### config.mk
export PLATFORM = sky130hd
export DESIGN_NAME = lms_adapt_ctrl
export DESIGN_NICKNAME = d
export VERILOG_FILES = /design/src/rtl/lms_adapt_ctrl.sv
export SDC_FILE = /design/constraint.sdc
export NUM_CORES = 1
export LEC_CHECK = 0
export ABC_AREA = 1
export CORE_ASPECT_RATIO = 0.7
export CORE_MARGIN = 5
export CORE_UTILIZATION = 55
export DETAILED_ROUTE_END_ITERATION = 8
export GPL_TIMING_DRIVEN = 0
export HOLD_SLACK_MARGIN = 0.12
export PLACE_DENSITY_LB_ADDON = 0.3
export SLEW_MARGIN = 10
export SYNTH_ARGS = -nofsm -noshare
export SYNTH_HDL_FRONTEND = slang
export SYNTH_SLANG_ARGS = --single-unit
### constraint.sdc
create_clock -name clkA -period 5 [get_ports clkA]
set_clock_uncertainty 0.1 [all_clocks]
set_input_delay 1.5 -clock clkA [delete_from_list [all_inputs] [get_ports clkA]]
set_output_delay 1.5 -clock clkA [all_outputs]
set_load 0.01 [all_outputs]
### src/rtl/lms_adapt_ctrl.sv
// lms_adapt_ctrl: LMS adaptation scheduler with windowed |e| convergence detection and forced-load sequencing
module lms_adapt_ctrl #(
    parameter int NBE = 9,
    parameter int WIN_LOG2 = 6,
    parameter int THR = 320,
    parameter int HOLD_WIN = 2,
    parameter int MU_TRAIN = 2,
    parameter int MU_TRACK = 5,
    parameter int DECIM = 1,
    parameter int LOAD_WAIT = 2,
    localparam int NBACC = NBE + WIN_LOG2
) (
    input  logic                  clkA,
    input  logic                  reset,
    input  logic                  i_start,
    input  logic                  i_stop,
    input  logic                  i_force_req,
    input  logic                  i_valid,
    input  logic signed [NBE-1:0] i_err,
    output logic                  o_upd_en,
    output logic [2:0]            o_mu_shift,
    output logic                  o_coeff_load,
    output logic [2:0]            o_state,
    output logic                  o_converged,
    output logic [NBACC-1:0]      o_err_acc
);
    localparam int DW = DECIM > 1 ? $clog2(DECIM) : 1;
    localparam int GW = $clog2(HOLD_WIN + 1);
    localparam int LW = LOAD_WAIT > 0 ? $clog2(LOAD_WAIT + 1) : 1;
    localparam int AW = NBACC + 1;
    localparam logic [DW-1:0] DEC_LAST = DW'(DECIM - 1);
    localparam logic [GW-1:0] HOLD = GW'(HOLD_WIN);
    localparam logic [LW-1:0] WAIT_LAST = LW'(LOAD_WAIT);
    localparam logic [AW-1:0] THR_LO = AW'(THR);
    localparam logic [AW-1:0] THR_HI = AW'(2 * THR);

    typedef enum logic [2:0] {IDLE, LOAD, TRAIN, TRACK, FREEZE} state_t;

    state_t state_q, state_d, origin_q;
    logic [NBACC-1:0] acc_q, acc_d, err_acc_q, sum;
    logic [WIN_LOG2-1:0] smp_q, smp_d;
    logic [DW-1:0] dec_q, dec_d;
    logic [GW-1:0] good_q, good_d, good_nx;
    logic [LW-1:0] wait_q, wait_d;
    logic [NBE-1:0] mag;
    logic upd_q, upd_d, load_q, load_d, acc_en, win_end;

    // a pending stop/force takes the sample away from the window and the update strobe
    always_comb begin
        mag = i_err[NBE-1] ? -i_err : i_err;
        sum = acc_q + NBACC'(mag);
        acc_en = (state_q == TRAIN || state_q == TRACK) && i_valid && !i_stop && !i_force_req;
        win_end = acc_en && &smp_q;
        good_nx = {1'b0, sum} < THR_LO ? good_q + GW'(1) : '0;
        acc_d = win_end ? '0 : acc_en ? sum : acc_q;
        smp_d = acc_en ? smp_q + WIN_LOG2'(1) : smp_q;
        dec_d = !acc_en ? dec_q : dec_q == DEC_LAST ? '0 : dec_q + DW'(1);
        good_d = win_end ? good_nx : good_q;
        wait_d = state_q == LOAD ? wait_q + LW'(1) : wait_q;
        upd_d = acc_en && dec_q == '0;
        load_d = state_d == LOAD && state_q != LOAD;
    end

    always_comb begin
        state_d = state_q;
        case (state_q)
            IDLE:    state_d = i_force_req ? LOAD : i_start ? TRAIN : IDLE;
            LOAD:    state_d = wait_q == WAIT_LAST ? origin_q : LOAD;
            TRAIN:   state_d = i_stop ? FREEZE : i_force_req ? LOAD : (win_end && good_nx >= HOLD) ? TRACK : TRAIN;
            TRACK:   state_d = i_stop ? FREEZE : i_force_req ? LOAD : (win_end && {1'b0, sum} >= THR_HI) ? TRAIN : TRACK;
            FREEZE:  state_d = i_stop ? FREEZE : i_force_req ? LOAD : i_start ? TRAIN : FREEZE;
            default: state_d = IDLE;
        endcase
    end

    always_ff @(posedge clkA) begin
        if (reset) begin
            state_q <= IDLE;
            origin_q <= IDLE;
            acc_q <= '0;
            smp_q <= '0;
            dec_q <= '0;
            good_q <= '0;
            wait_q <= '0;
            err_acc_q <= '0;
            upd_q <= 1'b0;
            load_q <= 1'b0;
        end else begin
            state_q <= state_d;
            upd_q <= upd_d;
            load_q <= load_d;
            if (win_end) err_acc_q <= sum;
            if (state_d != state_q) begin
                acc_q <= '0;
                smp_q <= '0;
                dec_q <= '0;
                good_q <= '0;
                wait_q <= '0;
                if (state_d == LOAD) origin_q <= state_q == TRACK ? TRAIN : state_q;
            end else begin
                acc_q <= acc_d;
                smp_q <= smp_d;
                dec_q <= dec_d;
                good_q <= good_d;
                wait_q <= wait_d;
            end
        end
    end

    always_comb begin
        o_state = state_q;
        o_converged = state_q == TRACK;
        o_mu_shift = state_q == TRACK ? MU_TRACK[2:0] : MU_TRAIN[2:0];
        o_upd_en = upd_q;
        o_coeff_load = load_q;
        o_err_acc = err_acc_q;
    end
endmodule
# Yosys cells after proc, flatten, opt, wreduce, memory -nomap -nowiden
# Index checks and enable logic that the tools add are counted.
# word_totals
register_bits	49
elab_cells	62
# op_classes
n_eq_ne	8
n_addsub	6
n_mux	18
bitwise_logic	1
order_cmp	3
reduce_logical	16
# op_table
cell	count
3-bit two-way mux	8
15-bit by 9-bit adder with 15-bit output	1
15-bit by 10-bit >= comparator with 1-bit output, second input constant	1
15-bit by 9-bit less-than comparator with 1-bit output, second input constant	1
3-bit case mux with 5 select lines	1
2-bit two-way mux	5
9-bit two-way mux	1
9-bit negator	1
1-bit logical AND	8
6-bit by 1-bit adder with 6-bit output, second input constant	1
3-bit by 1-bit equality test with 1-bit output, second input constant	2
3-bit by 2-bit equality test with 1-bit output, second input constant	2
6-bit AND reduction	1
2-bit by 1-bit adder with 2-bit output, second input constant	2
3-bit equality test, second input constant	1
3-bit zero test	1
1-bit two-way mux	3
3-bit by 1-bit != test with 1-bit output, second input constant	1
3-bit != test	1
3-bit OR reduction	1
2-bit equality test, second input constant	1
2-bit >= comparator, second input constant	1
1-bit zero test	2
2-bit AND reduction	1
other kinds (4)	4

# Longest topological paths before layout
# logic_depth
depth_word	13
ltp_mapped	26

# Worst setup path after synthesis
# No wires, ideal clock.
# synth_path
path_kind	input-to-reg
startpoint	input port i_err[1]
endpoint	register acc_q[10]
setup_slack_ps	821
required_time_ps	4781
arrival_time_ps	3960
path_stages	22
cell_sequence	inv_1 ha_1 inv_1 nor2_1 nand3_1 nor4_1 ha_1 nand2_1 inv_1 a21oi_1 inv_1 nand2_1 nand3_1 nand2_1 nand2_1 nor2_1 nand4_1 nand3_1 nand2_1 nand4_4 buf_8 nor2_2
# synth_via
elab_chain_cells	13
elab_cells_between_ends	18
# synth_rtl
element	line_no	text
start: declaration	19	input logic signed [NBE-1:0] i_err,
9-bit negator	50	mag = i_err[NBE-1] ? -i_err : i_err;
9-bit two-way mux *	50	
15-bit by 9-bit adder with 15-bit output *	51	sum = acc_q + NBACC'(mag);
15-bit by 9-bit less-than comparator with 1-bit output	54	good_nx = {1'b0, sum} < THR_LO ? good_q + GW'(1) : '0;
2-bit two-way mux	54	
2-bit >= comparator	69	TRAIN: state_d = i_stop ? FREEZE : i_force_req ? LOAD : (win_end && good_nx >= HOLD) ? TRACK : TRAIN;
1-bit logical AND	69	
1-bit two-way mux	69	
2-bit two-way mux	69	
3-bit two-way mux	69	
3-bit case mux with 5 select lines	66	case (state_q)
3-bit != test	93	if (state_d != state_q) begin
3-bit OR reduction (no line)	-	
end signal: assignment	80	acc_q <= '0;
end signal: assignment	94	acc_q <= '0;
end signal: assignment	101	acc_q <= acc_d;
end: declaration	40	logic [NBACC-1:0] acc_q, acc_d, err_acc_q, sum;
# Mark *: on every way between the ends. The rest lies on a longest branch, timed or not.
# A chain may end at the register's enable or synchronous reset.

# Worst setup path in the final report
# layout_path
startpoint	input port i_err[0]
endpoint	register acc_q[3]
# Same word-level chain as after synthesis.

==> impl_metrics.tcl <==
set metrics [dict create \
    status "complete, no violations" \
    antenna_found_initial 0 \
    hold_viol_final 0 \
    grt_pass1_vias 2721 \
    post-dp-hpwl_um 5559 \
    crit_slowest_cell "clkdlybuf4s50_1" \
    netlist.area_leader.share 0.3249 \
    drc 0 \
    synth_seq_cells 48 \
    synthTopCellsByCount "nand2_1, inv_1, dfxtp_1, nor2_1, o21ai_0" \
    grt_setup_unrepaired "false" \
    yosysMostFrequentCell "nand2_1" \
    die_h_um 71.36 \
    ys_top_cells_by_area "dfxtp_1, nand2_1, inv_1" \
    finalCriticalPeriod_ps 4681 \
    multi_input_area_sq_um 1718 \
    fillers 453 \
    hp-start "origin_q[0]$_SDFFE_PP0P_" \
    hp-class "flip-flop to flip-flop" \
    core_sq_um 5230 \
    arrival_ps 4780 \
    worstMarginPinSlew_ps 631.6 \
    yosysTopAreaCell "dfxtp_1" \
    postLayoutCellArea_sq_um 3556 \
    grt.overflow.total 0 \
    final_max_slew_viol_count 0 \
    ff_latch_area_sq_um 960.9 \
    clkSlewWorstSetupHoldPaths_ps 90 \
    pin_count 39 \
    drtAntennaViolNets 0 \
    setup_tns_ps 0 \
    grt_max_degree 16 \
    antenna_cells 0 \
    seq_area_frac_synth 0.3249 \
    ys.flop_type "dfxtp_1" \
    synth_area_per_cell_sq_um 6.815 \
    fp.dieW_um 97.65 \
    synth_cell_types 35 \
    cts_made_buffers 5 \
    drtPass1Iterations 6 \
    whs_ps 364.0 \
    start_util 0.5656 \
    gp_congestion 0.8885 \
    synth_edf_count 0 \
    grt_pass1_wl_um 11940 \
    crit_top_cell "nand2_1" \
    drive_above_1_share 0.08542 \
    wl_um 7065 \
    synthCells 434 \
    fin_crit_sh 0.9361 \
    preCtsSetupSlack_ps -216.6 \
    slew_headroom 0.5757 \
    maxCapViolations 0 \
    p_leak_nw 1.687 \
    tritoncts "built" \
    cts-root-buf "clkbuf_8" \
    wl_per_cell_um 12.80 \
    critPathMaxStageDelay_ps 490 \
    die-area_sq_um 6968 \
    ys_warn_count 0 \
    crit_required_ps 5100 \
    ys_async_sr_fraction 0 \
    layout.nets 509 \
    cts_sinks 48 \
    startpoint "i_err[0]" \
    peakVddDrop_v 0.0001716 \
    grt_usage 0.2043 \
    synthToLayoutAreaGrowth_pct 20.22 \
    vias 2925 \
    fin_ws_ps 319.5 \
    insertion_delay_ps 310 \
    cts_buffer_depth 2 \
    rows 22 \
    placed_area_sq_um 3418 \
    path_class "primary input to flip-flop" \
    fmax_mhz 213.7 \
    synth_area_sq_um 2958 \
    synth_nets 464 \
    stdcell_count 552 \
    power_density_nw_per_um2 214.5 \
    placed_cells 543 \
    start_kind "primary input" \
    setup.worst_path.end_class "flip-flop" \
    worstReg2RegStart "acc_q[0]$_SDFFE_PP0P_" \
    drt_iter0_markers 188 \
    cp_max_fo 5 \
    h-tree-depth 2 \
    finalSetupViolations 0 \
    io_buffers 37 \
    cts_hold_buf 0 \
    via_per_inst 5.299 \
]
==> routing by layer <==
metal | share of wire | track usage | up-vias | wire [um]
met5 | 0 | 0 | - | 0
met4 | 0.013 | 0.05684 | 0 | 89
met3 | 0.081 | 0.05253 | 15 | 569
met2 | 0.44 | 0.3242 | 113 | 3118
met1 | 0.47 | 0.2776 | 1322 | 3288
li1 | - | - | 1475 | -
==> worst max-delay path, delay by kind of cell <==
family | cells | cell delay [ps]
AND/OR/NAND/NOR | 16 | 1580
buffers and inverters | 5 | 810
adder cells (fa/ha/maj) | 2 | 540
AO/OA/AOI/OAI | 1 | 190
XOR/XNOR | 1 | 140
==> logic make-up after synthesis <==
kind of cell / after synthesis / share of synthesized area
and+or+nand+nor: 215 / 0.3380
buffers and inverters: 78 / 0.1053
xor gates and xnor gates: 16 / 0.04738
AOI/OAI and AO/OA: 58 / 0.1049
adders and majority gates: 15 / 0.06599
DFF: 48 / 0.3249
muxes: 4 / 0.01354
==> area by class of cell <==
cell class	instances	area share
multi-input combinational	308	0.4831
sequential	48	0.2702
timing repair buffer	38	0.1063
inverter	68	0.07178
tap	72	0.02533
clock buffer	6	0.02322
buffer	10	0.01583
clock inverter	2	0.004222
==> state kept, by name (all words and copies together) (netlist names) <==
register / cells
good_q: 2
o_upd_en: 1
smp_q: 6
o_err_acc: 15
wait_q: 2
acc_q: 15
o_state: 3
o_coeff_load: 1
origin_q: 3
==> worst paths after layout <==
check	endpoint	slack [ps]	cells past startpoint
max	acc_q[3]$_SDFFE_PP0P_	320	25
min	origin_q[0]$_SDFFE_PP0P_	360	2
max reg2reg	acc_q[3]$_SDFFE_PP0P_	2110	20
min reg2reg	origin_q[0]$_SDFFE_PP0P_	360	2
==> report_power, final <==
part | switching (W) | internal (W)
sequential | 0.00000470 | 0.000387
clock | 0.000132 | 0.000112
combinational | 0.0000771 | 0.0000493
total | 0.000214 | 0.000549
==> placed cells by master, fill, tap and decap left out, types with 2 or more instances in the layout <==
| cell | netlist | routed |
|---|---|---|
| nand4_4 | 1 | 2 |
| a21oi_1 | 18 | 16 |
| nand2_1 | 114 | 113 |
| nor2_2 | 11 | 14 |
| nor3_1 | 3 | 3 |
| o21ai_0 | 31 | 30 |
| nand4_1 | 5 | 5 |
| xor2_1 | 12 | 12 |
| nor2_1 | 38 | 35 |
| clkbuf_8 | 0 | 6 |
| nand2_2 | 1 | 2 |
| inv_1 | 66 | 66 |
| mux2i_1 | 4 | 4 |
| clkdlybuf4s50_1 | 0 | 37 |
| o211ai_1 | 5 | 5 |
| dfxtp_1 | 48 | 48 |
| buf_4 | 2 | 3 |
| nand3_1 | 29 | 29 |
| a21oi_2 | 0 | 2 |
| nand3b_1 | 4 | 4 |
| nor2_4 | 2 | 2 |
| clkinvlp_4 | 0 | 2 |
| ha_1 | 14 | 14 |
| nand3_2 | 2 | 2 |
| clkbuf_1 | 6 | 6 |
| xnor2_1 | 4 | 4 |
==> per-stage QoR <==
stage / power [W] / util
floorplan: 0.0004808 / -
finish: 0.0007626 / 0.6799
global route: 0.0007986 / 0.6799
CTS: 0.0007585 / 0.6722
global placement: 0.0005164 / 0.6536
detailed placement: 0.0005189 / 0.6536
==> what timing repair did <==
action,CTS,global route
setup buffers,0,1
resized for setup,0,9
setup endpoints to repair,0,25
Note: power is estimated with default switching activity, not from simulation.
